--- src/rtl/seq_shift_add_mult_if.sv ---
`default_nettype none
// +-----------------------------------------------------------------------------+
// | Module   : seq_shift_add_mult_if                                            |
// | Brief    : Operand/result handshake bundle for the shift-and-add multiplier. |
// | Revision : 1.0                                                              |
// +-----------------------------------------------------------------------------+
interface seq_shift_add_mult_if #(
    parameter int WIDTH = 4
);
    logic                 start;
    logic [WIDTH-1:0]     a;
    logic [WIDTH-1:0]     b;
    logic                 busy;
    logic                 done;
    logic [2*WIDTH-1:0]   product;

    modport master (
        output start, a, b,
        input  busy, done, product
    );

    modport slave (
        input  start, a, b,
        output busy, done, product
    );
endinterface
`default_nettype wire

--- src/rtl/seq_shift_add_mult.sv ---
`default_nettype none
// +-----------------------------------------------------------------------------+
// | Module   : seq_shift_add_mult (with nibble adder ripple_carry)              |
// | Brief    : Unsigned multi-cycle shift-and-add multiplier, one bit per cycle.|
// |            Optional macro MUL_EARLY_TERM_EN skips RUN for zero operands.    |
// | Revision : 1.0                                                              |
// +-----------------------------------------------------------------------------+

module ripple_carry (
    input  wire logic A0,
    input  wire logic A1,
    input  wire logic A2,
    input  wire logic A3,
    input  wire logic B0,
    input  wire logic B1,
    input  wire logic B2,
    input  wire logic B3,
    input  wire logic Cin,
    output logic      S0,
    output logic      S1,
    output logic      S2,
    output logic      S3,
    output logic      Cout3
);
    logic w_c1, w_c2, w_c3;

    assign S0    = A0 ^ B0 ^ Cin;
    assign w_c1  = (A0 & B0) | (A0 & Cin)  | (B0 & Cin);
    assign S1    = A1 ^ B1 ^ w_c1;
    assign w_c2  = (A1 & B1) | (A1 & w_c1) | (B1 & w_c1);
    assign S2    = A2 ^ B2 ^ w_c2;
    assign w_c3  = (A2 & B2) | (A2 & w_c2) | (B2 & w_c2);
    assign S3    = A3 ^ B3 ^ w_c3;
    assign Cout3 = (A3 & B3) | (A3 & w_c3) | (B3 & w_c3);
endmodule

module seq_shift_add_mult #(
    parameter int WIDTH = 4
) (
    input  wire logic           clk,
    input  wire logic           rst,
    seq_shift_add_mult_if.slave bus
);
    localparam int NIB   = WIDTH / 4;
    localparam int CNT_W = $clog2(WIDTH);

`ifdef MUL_EARLY_TERM_EN
    localparam bit EARLY_TERM = 1'b1;
`else
    localparam bit EARLY_TERM = 1'b0;
`endif

    typedef enum logic [1:0] {
        S_IDLE = 2'd0,
        S_RUN  = 2'd1,
        S_DONE = 2'd2
    } state_t;

    state_t               state_q, state_d;
    logic [WIDTH-1:0]     mcand_q, mcand_d;
    logic [2*WIDTH-1:0]   acc_q, acc_d;
    logic [2*WIDTH-1:0]   product_q, product_d;
    logic [CNT_W-1:0]     cnt_q, cnt_d;

    logic [WIDTH-1:0]     w_hi;
    logic [WIDTH-1:0]     w_addend;
    logic [WIDTH:0]       w_sum;
    logic [NIB:0]         w_carry;

    // Gating the addend with lo[0] makes the chain output {0,hi} when the bit is clear.
    assign w_hi       = acc_q[2*WIDTH-1:WIDTH];
    assign w_addend   = acc_q[0] ? mcand_q : '0;
    assign w_carry[0] = 1'b0;
    assign w_sum[WIDTH] = w_carry[NIB];

    genvar n;
    generate
        for (n = 0; n < NIB; n++) begin : g_nibble
            ripple_carry u_rc (
                .A0    (w_hi[4*n+0]),
                .A1    (w_hi[4*n+1]),
                .A2    (w_hi[4*n+2]),
                .A3    (w_hi[4*n+3]),
                .B0    (w_addend[4*n+0]),
                .B1    (w_addend[4*n+1]),
                .B2    (w_addend[4*n+2]),
                .B3    (w_addend[4*n+3]),
                .Cin   (w_carry[n]),
                .S0    (w_sum[4*n+0]),
                .S1    (w_sum[4*n+1]),
                .S2    (w_sum[4*n+2]),
                .S3    (w_sum[4*n+3]),
                .Cout3 (w_carry[n+1])
            );
        end
    endgenerate

    always_ff @(posedge clk) begin
        if (rst) begin
            state_q   <= S_IDLE;
            mcand_q   <= '0;
            acc_q     <= '0;
            product_q <= '0;
            cnt_q     <= '0;
        end else begin
            state_q   <= state_d;
            mcand_q   <= mcand_d;
            acc_q     <= acc_d;
            product_q <= product_d;
            cnt_q     <= cnt_d;
        end
    end

    always_comb begin
        state_d   = state_q;
        mcand_d   = mcand_q;
        acc_d     = acc_q;
        product_d = product_q;
        cnt_d     = cnt_q;

        case (state_q)
            S_IDLE, S_DONE: begin
                if (bus.start) begin
                    mcand_d = bus.a;
                    acc_d   = {{WIDTH{1'b0}}, bus.b};
                    cnt_d   = '0;
                    state_d = S_RUN;
                    if (EARLY_TERM && (bus.a == '0 || bus.b == '0)) begin
                        product_d = '0;
                        state_d   = S_DONE;
                    end
                end else begin
                    state_d = S_IDLE;
                end
            end
            S_RUN: begin
                // Carry-out lands in the MSB as the whole accumulator shifts right.
                acc_d = {w_sum, acc_q[WIDTH-1:1]};
                if (cnt_q == CNT_W'(WIDTH - 1)) begin
                    product_d = acc_d;
                    state_d   = S_DONE;
                end else begin
                    cnt_d = cnt_q + CNT_W'(1);
                end
            end
            default: begin
                state_d = S_IDLE;
            end
        endcase
    end

    assign bus.busy    = (state_q == S_RUN);
    assign bus.done    = (state_q == S_DONE);
    assign bus.product = product_q;
endmodule
`default_nettype wire

--- src/flat_wrapper.sv ---
// flat-port wrapper written by rule: the top's interface ports become plain ports
module seq_shift_add_mult_flat 
#(
    parameter int WIDTH = 4
)
  (clk, rst, bus_start, bus_a, bus_b, bus_busy, bus_done, bus_product);
  seq_shift_add_mult_if #(.WIDTH(WIDTH)) bus_i ();
  input  wire logic clk;
  input  wire logic rst;
  input wire logic [$bits(bus_i.start)-1:0] bus_start;
  input wire logic [$bits(bus_i.a)-1:0] bus_a;
  input wire logic [$bits(bus_i.b)-1:0] bus_b;
  output wire logic [$bits(bus_i.busy)-1:0] bus_busy;
  output wire logic [$bits(bus_i.done)-1:0] bus_done;
  output wire logic [$bits(bus_i.product)-1:0] bus_product;
  assign bus_i.start = bus_start;
  assign bus_i.a = bus_a;
  assign bus_i.b = bus_b;
  assign bus_busy = bus_i.busy;
  assign bus_done = bus_i.done;
  assign bus_product = bus_i.product;
  seq_shift_add_mult #(.WIDTH(WIDTH)) u_core (.clk(clk), .rst(rst), .bus(bus_i));
endmodule
--- config.mk ---
export PLATFORM = sky130hd
export DESIGN_NAME = seq_shift_add_mult_flat
export DESIGN_NICKNAME = d
export VERILOG_FILES = /design/src/rtl/seq_shift_add_mult_if.sv /design/src/rtl/seq_shift_add_mult.sv /design/src/flat_wrapper.sv
export SDC_FILE = /design/constraint.sdc
export NUM_CORES = 1
export LEC_CHECK = 0
export ABC_AREA = 1
export CAP_MARGIN = 20
export CORE_MARGIN = 2
export CORE_UTILIZATION = 53
export DETAILED_ROUTE_END_ITERATION = 10
export PLACE_DENSITY = 0.79
export RECOVER_POWER = 25
export SLEW_MARGIN = 20
export SYNTH_ARGS = -nofsm -noshare
export SYNTH_HDL_FRONTEND = slang
export SYNTH_SLANG_ARGS = --single-unit
--- constraint.sdc ---
create_clock -name clk -period 4.76 [get_ports clk]
set_input_delay 0.952 -clock clk [delete_from_list [all_inputs] [get_ports clk]]
set_output_delay 0.952 -clock clk [all_outputs]
set_load 0.1 [all_outputs]
==> results.json <==
{
  "cts_root_buf": "clkbuf_4",
  "ys.flop_type": "dfxtp_1",
  "overflow": 0,
  "setup_viol": 0,
  "r2r_end": "u_core.acc_q[6]",
  "path_buf_inv": 2,
  "diodes": 0,
  "cts_max_level": 1,
  "synth_top_cell_by_area": "dfxtp_1",
  "syn_area_per_cell_um2": 7.76,
  "startpoint_type": "flip-flop",
  "clk_pin_slew_worst_paths_ns": 0.14,
  "crit_path_max_fanout": 13,
  "p_sw_share_pct": 24.6,
  "tightest_slew_ns": 0.969,
  "fmaxAchievable_mhz": 295,
  "dp.cells": 177,
  "final_nets": 171,
  "hold_path_startpoint": "u_core.bus.product[5]",
  "drc": 0,
  "hp-class": "flip-flop to flip-flop",
  "finClkSkew_ns": 0.00372,
  "rows": 16,
  "drv_slew": 0,
  "gr-usage-all-layers_pct": 21.9,
  "fin_hold_ws_ns": 0.494,
  "placed_area_um2": 1240,
  "instances_no_fill": 181,
  "synth.distinct_cells": 18,
  "fillerInstances": 166,
  "p_leak_nw": 0.542,
  "r2r_slack_ns": 2.54,
  "synth_edf_count": 0,
  "ys_top_cells_by_count": "dfxtp_1, nand3_1, nor2_1, inv_1, nand2_1",
  "viasPerCell": 5.16,
  "cts_resized": 0,
  "post-cts-setup-buffers": 0,
  "crit_path_max_incr_delay_ns": 1.20,
  "grt_max_degree": 21,
  "synth_area_leaders": "dfxtp_1, nand3_1, nor2_1",
  "crit_chain": "nand2_2, inv_1, clkdlybuf4s50_1",
  "grt_pass1_wl_mm": 4.02,
  "hold_viol_final": 0,
  "powerDensity_nw_per_um2": 322,
  "ant_nets": 0,
  "grt_setup_unrepaired": "false",
  "drt-total-wl_mm": 2.30,
  "fin_crit_sh_pct": 71.3,
  "worstPathArrival_ns": 2.44,
  "power.share.clock_pct": 35.5,
  "synth_nets": 151,
  "dp_slack_ns": 1.76,
  "yosys_warnings": 0,
  "crit_path_end_kind": "output pin",
  "synthToLayoutAreaGrowth_pct": 23.9,
  "cts_inserted_buffers": 3,
  "r2r_cells": 11,
  "initial_core_util_pct": 55.1,
  "drt-initial-drc-count": 33,
  "critPathSlowestCell": "clkdlybuf4s50_1",
  "relSlewSlack_pct": 35.2,
  "vias": 934,
  "ys_seq_area_share_pct": 45.9,
  "run_status": "finished, final reports clean",
  "pwr-share-comb_pct": 12.8,
  "cts_buffer_depth": 2,
  "syn_area_um2": 1050,
  "hold_end": "u_core.bus.product[5]",
  "finalInstanceArea_um2": 1300,
  "synthCells": 135,
  "p_seq_share_pct": 51.6,
  "clk_latency_ns": 0.31,
  "synthArstFlopShare_pct": 0,
  "drv_cap": 0,
  "firstDrtPassIters": 4,
  "path_delay_family": "buffers and inverters",
  "wire_per_inst_um": 12.7,
  "die_w_um": 48.5,
  "cts_hold_buffers": 0,
  "power.switching_uw": 103,
  "holdPathStages": 2,
  "gp_congestion": 0.777,
  "post-synth-top-count-cell": "dfxtp_1",
  "ys_seq_elements": 24,
  "path_class": "flip-flop to output pin",
  "hpwl_mm": 1.59,
  "dieArea_um2": 2350,
  "fp.dieH_um": 48.5,
  "coreArea_um2": 1900,
  "r2r-start": "u_core.acc_q[0]",
  "io_pins": 21,
  "grt_pass1_vias": 908,
  "synth_top_area_share_pct": 45.9,
  "fin_total_pwr_uw": 417,
  "clock-sinks": 24,
  "io_buffers": 20,
  "tritoncts": "built",
  "fin_ws_ns": 1.37,
  "drive_gt1_share_pct": 3.90,
  "period_needed_ns": 3.39,
  "postLayoutCoreUtil_pct": 68.2,
  "cellInternalPower_uw": 314,
  "worst_ep_required_time_ns": 3.81,
  "finalSetupTns_ns": 0,
  "peakVddDrop_mv": 0.209,
  "antenna_found_initial": 0
}
-- power by group through the flow --
stage	logic [mW]	registers (mW)	clock network, mW
5_1_grt	0.0595	0.217	0.160
3_3_place_gp	0.0506	0.219	0
2_1_floorplan	0.0384	0.219	0
4_1_cts	0.0538	0.215	0.150
3_5_place_dp	0.0528	0.220	0
6_report	0.0535	0.215	0.148
-- registers in the layout (all words and copies together) (netlist names) --
register,flops
u_core.acc_q,8
u_core.bus.product,8
u_core.mcand_q,4
u_core.cnt_q,2
u_core.state_q,2
-- cells in the final DEF, fill, tap and decap left out --
| master | count |
|---|---|
| dfxtp_1 | 24 |
| nand3_1 | 20 |
| inv_1 | 19 |
| nor2_1 | 19 |
| clkdlybuf4s50_1 | 18 |
| nand2_1 | 16 |
| o21ai_0 | 11 |
| a21oi_1 | 7 |
| nor3_1 | 4 |
| fa_1 | 3 |
| clkbuf_4 | 3 |
| or2_0 | 2 |
| ha_1 | 2 |
| dlygate4sd3_1 | 2 |
| nand2_2 | 1 |
| nand3b_1 | 1 |
| or2_2 | 1 |
| bufinv_16 | 1 |
-- worst max-delay path by stage --
stage / endpoint / slack, ns / cells after the start / start
after floorplan: bus_done / 2.21 / 2 / u_core.state_q[1]
after global placement: bus_busy / 1.82 / 3 / u_core.state_q[0]
after detailed placement: bus_busy / 1.76 / 3 / u_core.state_q[0]
after CTS: bus_busy / 1.38 / 3 / u_core.state_q[0]
after global routing: bus_busy / 1.25 / 3 / u_core.state_q[0]
final: bus_busy / 1.37 / 3 / u_core.state_q[0]
-- cells by family (layout without fill, tap and decap cells) --
logic type / after synthesis / after routing / share of synthesized area, %
and+or+nand+nor: 64 / 64 / 27.1
DFF: 24 / 24 / 45.9
buffers and inverters: 24 / 43 / 10.3
AOI/OAI and AO/OA: 18 / 18 / 8.60
adders and majority gates: 5 / 5 / 8.12
-- layer usage --
| metal | wire, µm | share of wire [%] | vias to the layer above | track usage (%) |
|---|---|---|---|---|
| met3 | 122 | 5.3 | 4 | 4.01 |
| li1 | - | - | 468 | - |
| met5 | 0 | 0 | - | 0 |
| met4 | 27 | 1.2 | 0 | 7.62 |
| met1 | 1020 | 44 | 430 | 27.2 |
| met2 | 1130 | 49 | 32 | 38.4 |
-- worst reg2reg max path: cells and delay by family, from the launching register on --
family / cells / cell delay [ns]
fa+ha+maj: 4 / 1.07
buf+inv: 4 / 0.22
compound gates: 1 / 0.13
simple gates: 2 / 0.32
flops: 1 / 0.42
-- cell type report --
class | instances | area, µm² | share of cell area (%)
Tap cell | 27 | 33.8 | 2.60
Multi-Input combinational cell | 87 | 459 | 35.4
Inverter | 19 | 71.3 | 5.50
Sequential cell | 24 | 480 | 37.0
Timing Repair Buffer | 20 | 200 | 15.4
Clock buffer | 3 | 22.5 | 1.74
Clock inverter | 1 | 30.0 | 2.31
Note: power is estimated with default switching activity, not from simulation.
